--- src/rtl/ne16_package.sv ---
// Shared types for the NE16 normquant output packer.
package ne16_package;

  localparam int unsigned NE16_NADD         = 8;
  localparam int unsigned NE16_OUTPACK_WORD = 32;

  typedef enum logic {
    QUANT_8  = 1'b0,
    QUANT_32 = 1'b1
  } quant_mode_t;

  typedef struct packed {
    quant_mode_t                        quant_mode;
    logic                               relu;
    logic [$clog2(NE16_NADD+1)-1:0]     n_lanes;
  } ctrl_outpack_t;

endpackage

--- src/rtl/ne16_outpack_sat.sv ---
// Per-lane ReLU and saturation; 8-bit results are returned zero-extended in the low byte.
module ne16_outpack_sat
  import ne16_package::*;
(
  input  logic [31:0] x_i,
  input  quant_mode_t quant_mode_i,
  input  logic        relu_i,
  output logic [31:0] y_o
);

  logic signed [31:0] xs;
  assign xs = x_i;

  always_comb begin
    y_o = x_i;
    if (quant_mode_i == QUANT_8) begin
      if (relu_i) begin
        if (xs < 32'sd0)        y_o = 32'h0000_0000;
        else if (xs > 32'sd255) y_o = 32'h0000_00FF;
        else                    y_o = {24'h0, x_i[7:0]};
      end else begin
        if (xs > 32'sd127)       y_o = 32'h0000_007F;
        else if (xs < -32'sd128) y_o = 32'h0000_0080;
        else                     y_o = {24'h0, x_i[7:0]};
      end
    end else if (relu_i && (xs < 32'sd0)) begin
      y_o = 32'h0000_0000;
    end
  end

endmodule

--- src/rtl/ne16_normquant_outpack.sv ---
// Buffers one saturated bank of lanes and streams it out as 32-bit words with byte strobes.
module ne16_normquant_outpack
  import ne16_package::*;
#(
  parameter int unsigned NADD = NE16_NADD,
  parameter int unsigned ACC  = 32
) (
  input  logic                clk_i,
  input  logic                rst_i,
  input  logic                clear_i,
  input  logic [NADD*ACC-1:0] data_i,
  input  logic                in_valid_i,
  output logic                in_ready_o,
  input  ctrl_outpack_t       ctrl_i,
  output logic [31:0]         out_data_o,
  output logic [3:0]          out_strb_o,
  output logic                out_last_o,
  output logic                out_valid_o,
  input  logic                out_ready_i
);

  if (ACC != 32) begin : g_bad_acc
    $error("ne16_normquant_outpack: ACC must be 32");
  end
  if ((NADD < 4) || ((NADD % 4) != 0)) begin : g_bad_nadd
    $error("ne16_normquant_outpack: NADD must be a multiple of 4 and >= 4");
  end

  localparam int unsigned NW_W = $clog2(NADD+1);
  localparam logic [0:0] STATE_IDLE = 1'b0;
  localparam logic [0:0] STATE_SEND = 1'b1;

  logic [0:0]                 state_q, state_d;
  logic [NW_W-1:0]            cnt_q, cnt_d;
  logic [NW_W-1:0]            nwords_q, nwords_d;
  logic [NW_W-1:0]            n_q, n_d;
  quant_mode_t                mode_q, mode_d;
  logic [NADD-1:0][ACC-1:0]   bank_q, bank_d;
  logic [NADD-1:0][ACC-1:0]   sat_lane;
  logic [31:0]                n_eff;
  logic [31:0]                nwords_eff;
  logic                       in_hs, out_hs, last_word;

  for (genvar i = 0; i < NADD; i++) begin : g_sat
    ne16_outpack_sat u_sat (
      .x_i         (data_i[i*ACC +: ACC]),
      .quant_mode_i(ctrl_i.quant_mode),
      .relu_i      (ctrl_i.relu),
      .y_o         (sat_lane[i])
    );
  end

  // n_lanes of 0 or beyond NADD selects the full bank.
  always_comb begin
    n_eff = 32'(ctrl_i.n_lanes);
    if ((n_eff == 32'd0) || (n_eff > 32'(NADD))) n_eff = 32'(NADD);
    nwords_eff = (ctrl_i.quant_mode == QUANT_8) ? ((n_eff + 32'd3) >> 2) : n_eff;
  end

  assign in_ready_o  = (state_q == STATE_IDLE);
  assign out_valid_o = (state_q == STATE_SEND);
  assign in_hs       = in_valid_i & in_ready_o;
  assign out_hs      = out_valid_o & out_ready_i;
  assign last_word   = (cnt_q == (nwords_q - NW_W'(1)));

  always_comb begin
    state_d  = state_q;
    cnt_d    = cnt_q;
    nwords_d = nwords_q;
    n_d      = n_q;
    mode_d   = mode_q;
    bank_d   = bank_q;
    if (state_q == STATE_IDLE) begin
      if (in_hs) begin
        state_d  = STATE_SEND;
        cnt_d    = '0;
        nwords_d = NW_W'(nwords_eff);
        n_d      = NW_W'(n_eff);
        mode_d   = ctrl_i.quant_mode;
        for (int i = 0; i < int'(NADD); i++) begin
          bank_d[i] = (32'(i) < n_eff) ? sat_lane[i] : '0;
        end
      end
    end else if (out_hs) begin
      if (last_word) state_d = STATE_IDLE;
      else           cnt_d   = cnt_q + NW_W'(1);
    end
  end

  always_ff @(posedge clk_i) begin
    if (rst_i || clear_i) begin
      state_q  <= STATE_IDLE;
      cnt_q    <= '0;
      nwords_q <= '0;
      n_q      <= '0;
      mode_q   <= QUANT_8;
      bank_q   <= '0;
    end else begin
      state_q  <= state_d;
      cnt_q    <= cnt_d;
      nwords_q <= nwords_d;
      n_q      <= n_d;
      mode_q   <= mode_d;
      bank_q   <= bank_d;
    end
  end

  // Output word selected by the counter; bytes past the lane count stay zero.
  always_comb begin
    out_data_o = '0;
    out_strb_o = '0;
    out_last_o = 1'b0;
    if (state_q == STATE_SEND) begin
      out_last_o = last_word;
      if (mode_q == QUANT_8) begin
        for (int k = 0; k < int'(NADD/4); k++) begin
          if (cnt_q == NW_W'(k)) begin
            for (int b = 0; b < 4; b++) begin
              out_data_o[8*b +: 8] = bank_q[4*k+b][7:0];
              out_strb_o[b]        = (int'(n_q) > (4*k + b));
            end
          end
        end
      end else begin
        for (int k = 0; k < int'(NADD); k++) begin
          if (cnt_q == NW_W'(k)) begin
            out_data_o = bank_q[k];
            out_strb_o = 4'hF;
          end
        end
      end
    end
  end

endmodule

--- config.mk ---
export PLATFORM = sky130hd
export DESIGN_NAME = ne16_normquant_outpack
export DESIGN_NICKNAME = d
export VERILOG_FILES = /design/src/rtl/ne16_package.sv /design/src/rtl/ne16_outpack_sat.sv /design/src/rtl/ne16_normquant_outpack.sv
export SDC_FILE = /design/constraint.sdc
export NUM_CORES = 1
export LEC_CHECK = 0
export CORE_ASPECT_RATIO = 0.6
export CORE_MARGIN = 10
export CORE_UTILIZATION = 53
export CTS_CLUSTER_SIZE = 16
export DETAILED_ROUTE_END_ITERATION = 6
export MAX_ROUTING_LAYER = met4
export PLACE_DENSITY = 0.8
export SYNTH_ARGS = -nofsm -noshare
export SYNTH_HDL_FRONTEND = slang
export SYNTH_HIERARCHICAL = 1
export SYNTH_SLANG_ARGS = --single-unit
--- constraint.sdc ---
create_clock -name clk_i -period 2.85 [get_ports clk_i]
set_input_delay 0.285 -clock clk_i [delete_from_list [all_inputs] [get_ports clk_i]]
set_output_delay 0.285 -clock clk_i [all_outputs]
set_load 0.02 [all_outputs]
==> impl_metrics.yaml, run 1 <==
status:
  status: "complete, but fails checks"
  violations: "negative setup slack"
timing:
  finalHoldViolations: 0
  period_share_pct: 109
  setup_viol: 36
  rsz0062_at_grt: "true"
  final.setup.tns_ns: -6.47
  setup_ws_ns: -0.266
  max_freq_mhz: 321
  slew_violations: 0
  finClkSkew_ns: 0.0106
  tightest_slew_ns: 0.831
  post-route-min-period_ns: 3.12
  whs_ns: 0.357
  relSlewSlack_pct: 44.6
floorplanning:
  die_y_um: 153
  initial_core_util_pct: 54.2
  core_um2: 29000
  die_w_um: 242
  dieArea_um2: 37200
  placementRows: 48
  pin_count: 306
drt:
  routed_via_density: 6.69
  num_vias: 18500
  drc: 0
  drtPass1Iterations: 6
  routed_wl_mm: 70.9
  drt_iter0_markers: 2787
  antenna_left: 0
  avgRoutedWirePerCell_um: 25.7
setup_path:
  crit_chain: "buf_6, ha_4, buf_4, bufbuf_16, nand3b_1, a21oi_1, o22a_1, o22ai_2, a311oi_2, buf_4"
  end_kind: "primary output"
  cp.required_ns: 2.57
  arrival_ns: 2.83
  slowest_stage: "dfxtp_2"
  critPathMaxStageDelay_ns: 0.34
  crit_top_cell: "buf_4"
  critPathLaunchType: "flop"
  path_class: "flop to primary output"
  cp_max_fo: 12
  critPathTopFamily: "compound AO/OA/AOI/OAI gates"
  path_buf_inv: 4
synth:
  ys_top_cells_by_count: "270 x dfxtp_1, 225 x nand2_1, 224 x a22o_1, 177 x and3_1, 170 x a21oi_1"
  synth_nets: 2275
  ys_top_cells_by_area: "dfxtp_1 34%, a22o_1 12%, and3_1 7.0%, a21oi_1 5.4%, nand2_1 5.4%"
  ys_types: 56
  syn_avg_cell_area_um2: 7.85
  ys_ff_latch: 270
  synth-edff-count: 0
  syn_area_um2: 15700
  ys_seq_area_share_pct: 34.4
  async_flop_share_pct: 0
  netlist.area_leader.share_pct: 34.4
  synth_flop_cell: "dfxtp_1"
  yosysTopAreaCell: "dfxtp_1"
  netlist_instances: 2003
  ys_warn_count: 6
  yosysMostFrequentCell: "dfxtp_1"
power:
  cellLeakagePower_nw: 8.41
  powerDensity_nw_per_um2: 409
  power_mw: 8.98
  ir_worst_vdd_mv: 0.457
clock_tree:
  cts_tree: "done"
  cts_made_buffers: 26
  clkLatencyLatePin_ns: 0.56
  clk_path_buf_depth: 3
  htreeDepth: 1
  cts_hold_buf: 0
  cts_sinks: 270
  clk_pin_slew_worst_paths_ns: 0.07
  clockRootBuffer: "clkbuf_16"
global_routing:
  grt_max_degree: 78
  antenna_found_initial: 4
  overflow: 0
  first_global_vias: 16700
  grt_pass1_wl_mm: 104
  grt_use_total_pct: 36.4
placed_design:
  dpl.hpwl_mm: 53.0
  pre_cts_ws_ns: -0.353
  gp_congestion: 1.08
  io_buffer_count: 305
worst_hold_path:
  worstHoldPathType: "input port to flop"
finish:
  nNetsFinal: 2611
  syn2layout_area_growth_pct: 39.6
  layout-drive-gt1-share_pct: 19.1
job:
  cap_violations: 0
-- final timing paths --
check | startpoint | endpoint | cells past startpoint | slack [ns]
hold reg to reg | bank_q[11]$_SDFFE_PP0P_ | bank_q[11]$_SDFFE_PP0P_ | 2 | 0.47
hold / removal | ctrl_i[4] | bank_q[95]$_SDFFE_PP0P_ | 3 | 0.36
setup reg to reg | out_valid_o$_SDFF_PP0_ | nwords_q[0]$_SDFFE_PP0P_ | 5 | 0.65
setup / recovery | cnt_q[0]$_SDFFE_PP0P_ | out_data_o[20] | 10 | -0.27
-- per-layer routing --
layer | track usage (%) | wire length, um
met5 | - | 0
met2 | 47.6 | 27700
met4 | 8.32 | 1860
met1 | 53.6 | 31400
met3 | 9.45 | 9960
-- kinds of logic after synthesis --
logic type	Yosys count	share of synthesized area, %
AND/OR/NAND/NOR	726	25.2
AO/OA/AOI/OAI	697	31.9
buffers and inverters	296	7.50
flip-flops	270	34.4
XOR/XNOR	7	0.485
adder cells (fa/ha/maj)	5	0.398
multiplexers	2	0.127
-- power breakdown --
part	total, mW	switching (mW)	internal [mW]	leakage (nW)
combinational	1.39	0.730	0.656	5.79
sequential	3.92	0.0826	3.84	2.19
clock	3.67	1.55	2.12	0.433
-- what timing repair did --
action | CTS | global route
pin swaps | 46 | 95
cloned | 2 | 4
setup endpoints to repair | 37 | 36
resized for setup | 261 | 104
setup buffers | 7 | 16
-- worst reg2reg max path, delay by kind of cell (launching register included) --
| kind | cells | cell delay [ns] |
|---|---|---|
| simple gates | 2 | 1.01 |
| flops | 1 | 0.43 |
| compound gates | 1 | 0.15 |
| buf+inv | 2 | 0.54 |
-- per-stage QoR --
stage / std cells / utilization, % / instance area (um2)
after floorplan: 2003 / - / 15700
after global placement: 2683 / 69.1 / 20000
after detailed placement: 2683 / 69.1 / 20000
after CTS: 2738 / 73.4 / 21300
after global routing: 2761 / 75.7 / 22000
final: 2761 / 75.7 / 22000
-- final cells by class --
cell class | instances | area (um2)
Antenna cell | 4 | 10.0
Fill cell | 2137 | 7050
Clock inverter | 8 | 126
Multi-Input combinational cell | 1437 | 9810
Timing Repair Buffer | 499 | 4940
Tap cell | 400 | 500
Inverter | 105 | 398
Sequential cell | 270 | 5420
Clock buffer | 38 | 757
-- cell usage in the layout (no fill, tap or decap), types with 31 or more instances in the layout --
| cell type | instances |
|---|---|
| nand3b_1 | 32 |
| o21ai_0 | 52 |
| o21a_1 | 31 |
| buf_4 | 173 |
| a21oi_1 | 135 |
| o21ai_1 | 57 |
| nand2_1 | 224 |
| a21oi_2 | 38 |
| a22o_1 | 224 |
| nor4_2 | 33 |
| and3_1 | 177 |
| nor2_1 | 87 |
| nand4_1 | 56 |
| nor3_1 | 43 |
| dfxtp_1 | 265 |
| inv_1 | 101 |
| clkdlybuf4s50_1 | 266 |
| clkbuf_16 | 31 |
-- state kept, by name (all words and copies together), names as in the netlist --
signal and cells:
n_q 4, nwords_q 4, cnt_q 4, out_valid_o 1, mode_q 1, bank_q 256
No activity file was read; power rests on OpenSTA's default activity.
==> inputs of run 2 (changes only) <==
--- a/config.mk
+++ b/config.mk
@@ -6,7 +6,7 @@
 export NUM_CORES = 1
 export LEC_CHECK = 0
 export CORE_ASPECT_RATIO = 0.6
-export CORE_MARGIN = 10
+export CORE_MARGIN = 2
 export CORE_UTILIZATION = 53
 export CTS_CLUSTER_SIZE = 16
 export DETAILED_ROUTE_END_ITERATION = 6
==> impl_metrics.yaml, run 2 (synthesized netlist as in run 1, its figures left out) <==
power:
  power.share.combinational_pct: 15.9
  internal_power_mw: 6.46
  p_clk_share_pct: 39.8
  ir_worst_vdd_mv: 0.415
  p_switching_mw: 2.39
  power_mw: 8.85
  swShare_pct: 27.0
  cellLeakagePower_nw: 8.51
  powerDensity_nw_per_um2: 399
  seq_power_share_pct: 44.3
finish:
  mostFrequentLayoutCell: "dfxtp_1"
  layout-drive-gt1-share_pct: 19.2
  syn2layout_area_growth_pct: 41.1
  final_area_um2: 22200
  nNetsFinal: 2611
  largest_register_ffs: 256
  stdcell_count: 2762
  top_register: "bank_q"
  fin_util_pct: 76.6
  final_cell_mix: "267 x dfxtp_1, 266 x clkdlybuf4s50_1, 224 x a22o_1, 221 x nand2_1, 177 x and3_1"
floorplanning:
  pin_count: 306
  placementRows: 48
  initial_core_util_pct: 54.3
  core_um2: 28900
  die_y_um: 137
  die_w_um: 226
  dieArea_um2: 31100
drt:
  routed_wl_mm: 71.3
  drc: 0
  antenna_left: 0
  drt_iter0_markers: 3155
  drtPass1Iterations: 6
  avgRoutedWirePerCell_um: 25.8
  num_vias: 18900
  routed_via_density: 6.84
timing:
  finClkSkew_ns: 0.00795
  whs_ns: 0.352
  period_share_pct: 110
  rsz0062_at_grt: "true"
  relSlewSlack_pct: 45.9
  setup_viol: 35
  finalHoldViolations: 0
  post-route-min-period_ns: 3.12
  tightest_slew_ns: 0.808
  slew_violations: 0
  final.setup.tns_ns: -6.74
  setup_ws_ns: -0.272
  max_freq_mhz: 320
setup_path:
  crit_chain: "inv_4, ha_4, or3_4, buf_12, buf_16, a21oi_4, o22a_1, o22ai_2, a311oi_2, buf_4"
  cp.required_ns: 2.57
  critPathLaunchType: "flop"
  r2r_slack_ns: 0.87
  r2r_end: "bank_q[115]$_SDFFE_PP0P_"
  worstReg2RegStart: "out_valid_o$_SDFF_PP0_"
  crit_end: "out_data_o[23]"
  path_class: "flop to primary output"
  cp_max_fo: 8
  crit_path_start: "cnt_q[0]$_SDFFE_PP0P_"
  critPathTopFamily: "compound AO/OA/AOI/OAI gates"
  path_buf_inv: 4
  crit_cells: 10
  end_kind: "primary output"
  r2r.worst_path.cells: 6
  arrival_ns: 2.84
  critPathMaxStageDelay_ns: 0.41
  slowest_stage: "or3_4"
job:
  cap_violations: 0
clock_tree:
  cts_hold_buf: 0
  htreeDepth: 1
  clockRootBuffer: "clkbuf_16"
  cts_tree: "done"
  clkLatencyLatePin_ns: 0.56
  cts_sinks: 270
  clk_path_buf_depth: 3
  clk_pin_slew_worst_paths_ns: 0.07
  cts_made_buffers: 26
worst_hold_path:
  worstHoldPathType: "input port to flop"
  hold_start: "ctrl_i[4]"
placed_design:
  gp_congestion: 1.07
  io_buffer_count: 305
  dpl-instance-area_um2: 20000
  dpl.hpwl_mm: 50.7
  pre_cts_ws_ns: -0.445
  dp_cells: 2677
global_routing:
  antenna_found_initial: 4
  first_global_vias: 16000
  grt_max_degree: 93
  grt_pass1_wl_mm: 100
  overflow: 0
  grt_use_total_pct: 43.8
status:
  status: "complete, but fails checks"
  violations: "negative setup slack"
[run 2: cell types whose count changed in the layout (fill, tap and decap cells not counted), moves of 4 or more]
| cell | change |
|---|---|
| a21oi_4 | +8 |
| clkbuf_16 | +5 |
| o22a_4 | +4 |
| buf_12 | +6 |
| o21ai_1 | +4 |
| nand2_2 | +4 |
| buf_6 | +6 |
| buf_2 | +6 |
| a21oi_2 | -7 |
| o21ai_0 | -4 |
| buf_4 | -24 |
[run 2: worst min-delay path by stage]
stage | endpoint | slack, ns | depth (start not counted)
2_1_floorplan | out_valid_o$_SDFF_PP0_ | 0.42 | 1
3_3_place_gp | bank_q[11]$_SDFFE_PP0P_ | 0.45 | 2
3_5_place_dp | bank_q[11]$_SDFFE_PP0P_ | 0.46 | 2
4_1_cts | bank_q[31]$_SDFFE_PP0P_ | 0.33 | 5
5_1_grt | bank_q[31]$_SDFFE_PP0P_ | 0.36 | 5
6_report | bank_q[31]$_SDFFE_PP0P_ | 0.35 | 5
[run 2: worst reg2reg max path, cell delays in order (launching register included)]
cell and delay [ns]:
dfxtp_1 0.31, buf_4 0.17, nor2b_2 0.23, nand2_1 0.30, a21oi_2 0.26, buf_4 0.40, a22o_1 0.25
[run 2: what timing repair did]
action	4_1_cts	5_1_grt
gates resized for setup	291	98
gates cloned	4	9
setup buffers	9	16
endpoints found under the setup margin	36	37
pin swaps	62	60
[run 2: power groups by stage]
stage | Sequential (mW) | Combinational, mW | Clock, mW
2_1_floorplan | 3.96 | 0.571 | 0
3_3_place_gp | 4.00 | 1.28 | 0
3_5_place_dp | 4.00 | 1.30 | 0
4_1_cts | 3.91 | 1.33 | 3.49
5_1_grt | 3.92 | 1.47 | 3.64
6_report | 3.92 | 1.41 | 3.52
[run 2: per-layer routing]
layer	up-vias	wire, um	track usage [%]
li1	8130	-	-
met1	8952	30400	65.4
met2	1610	27300	56.5
met3	189	11300	12.6
met4	0	2230	10.2
met5	-	0	-
[run 2: area by class of cell]
| class | count | area [um2] |
|---|---|---|
| Multi-Input combinational cell | 1437 | 9870 |
| Clock inverter | 9 | 80.1 |
| Tap cell | 400 | 500 |
| Timing Repair Buffer | 499 | 5140 |
| Antenna cell | 4 | 10.0 |
| Sequential cell | 270 | 5410 |
| Fill cell | 2077 | 6760 |
| Inverter | 105 | 403 |
| Clock buffer | 38 | 767 |
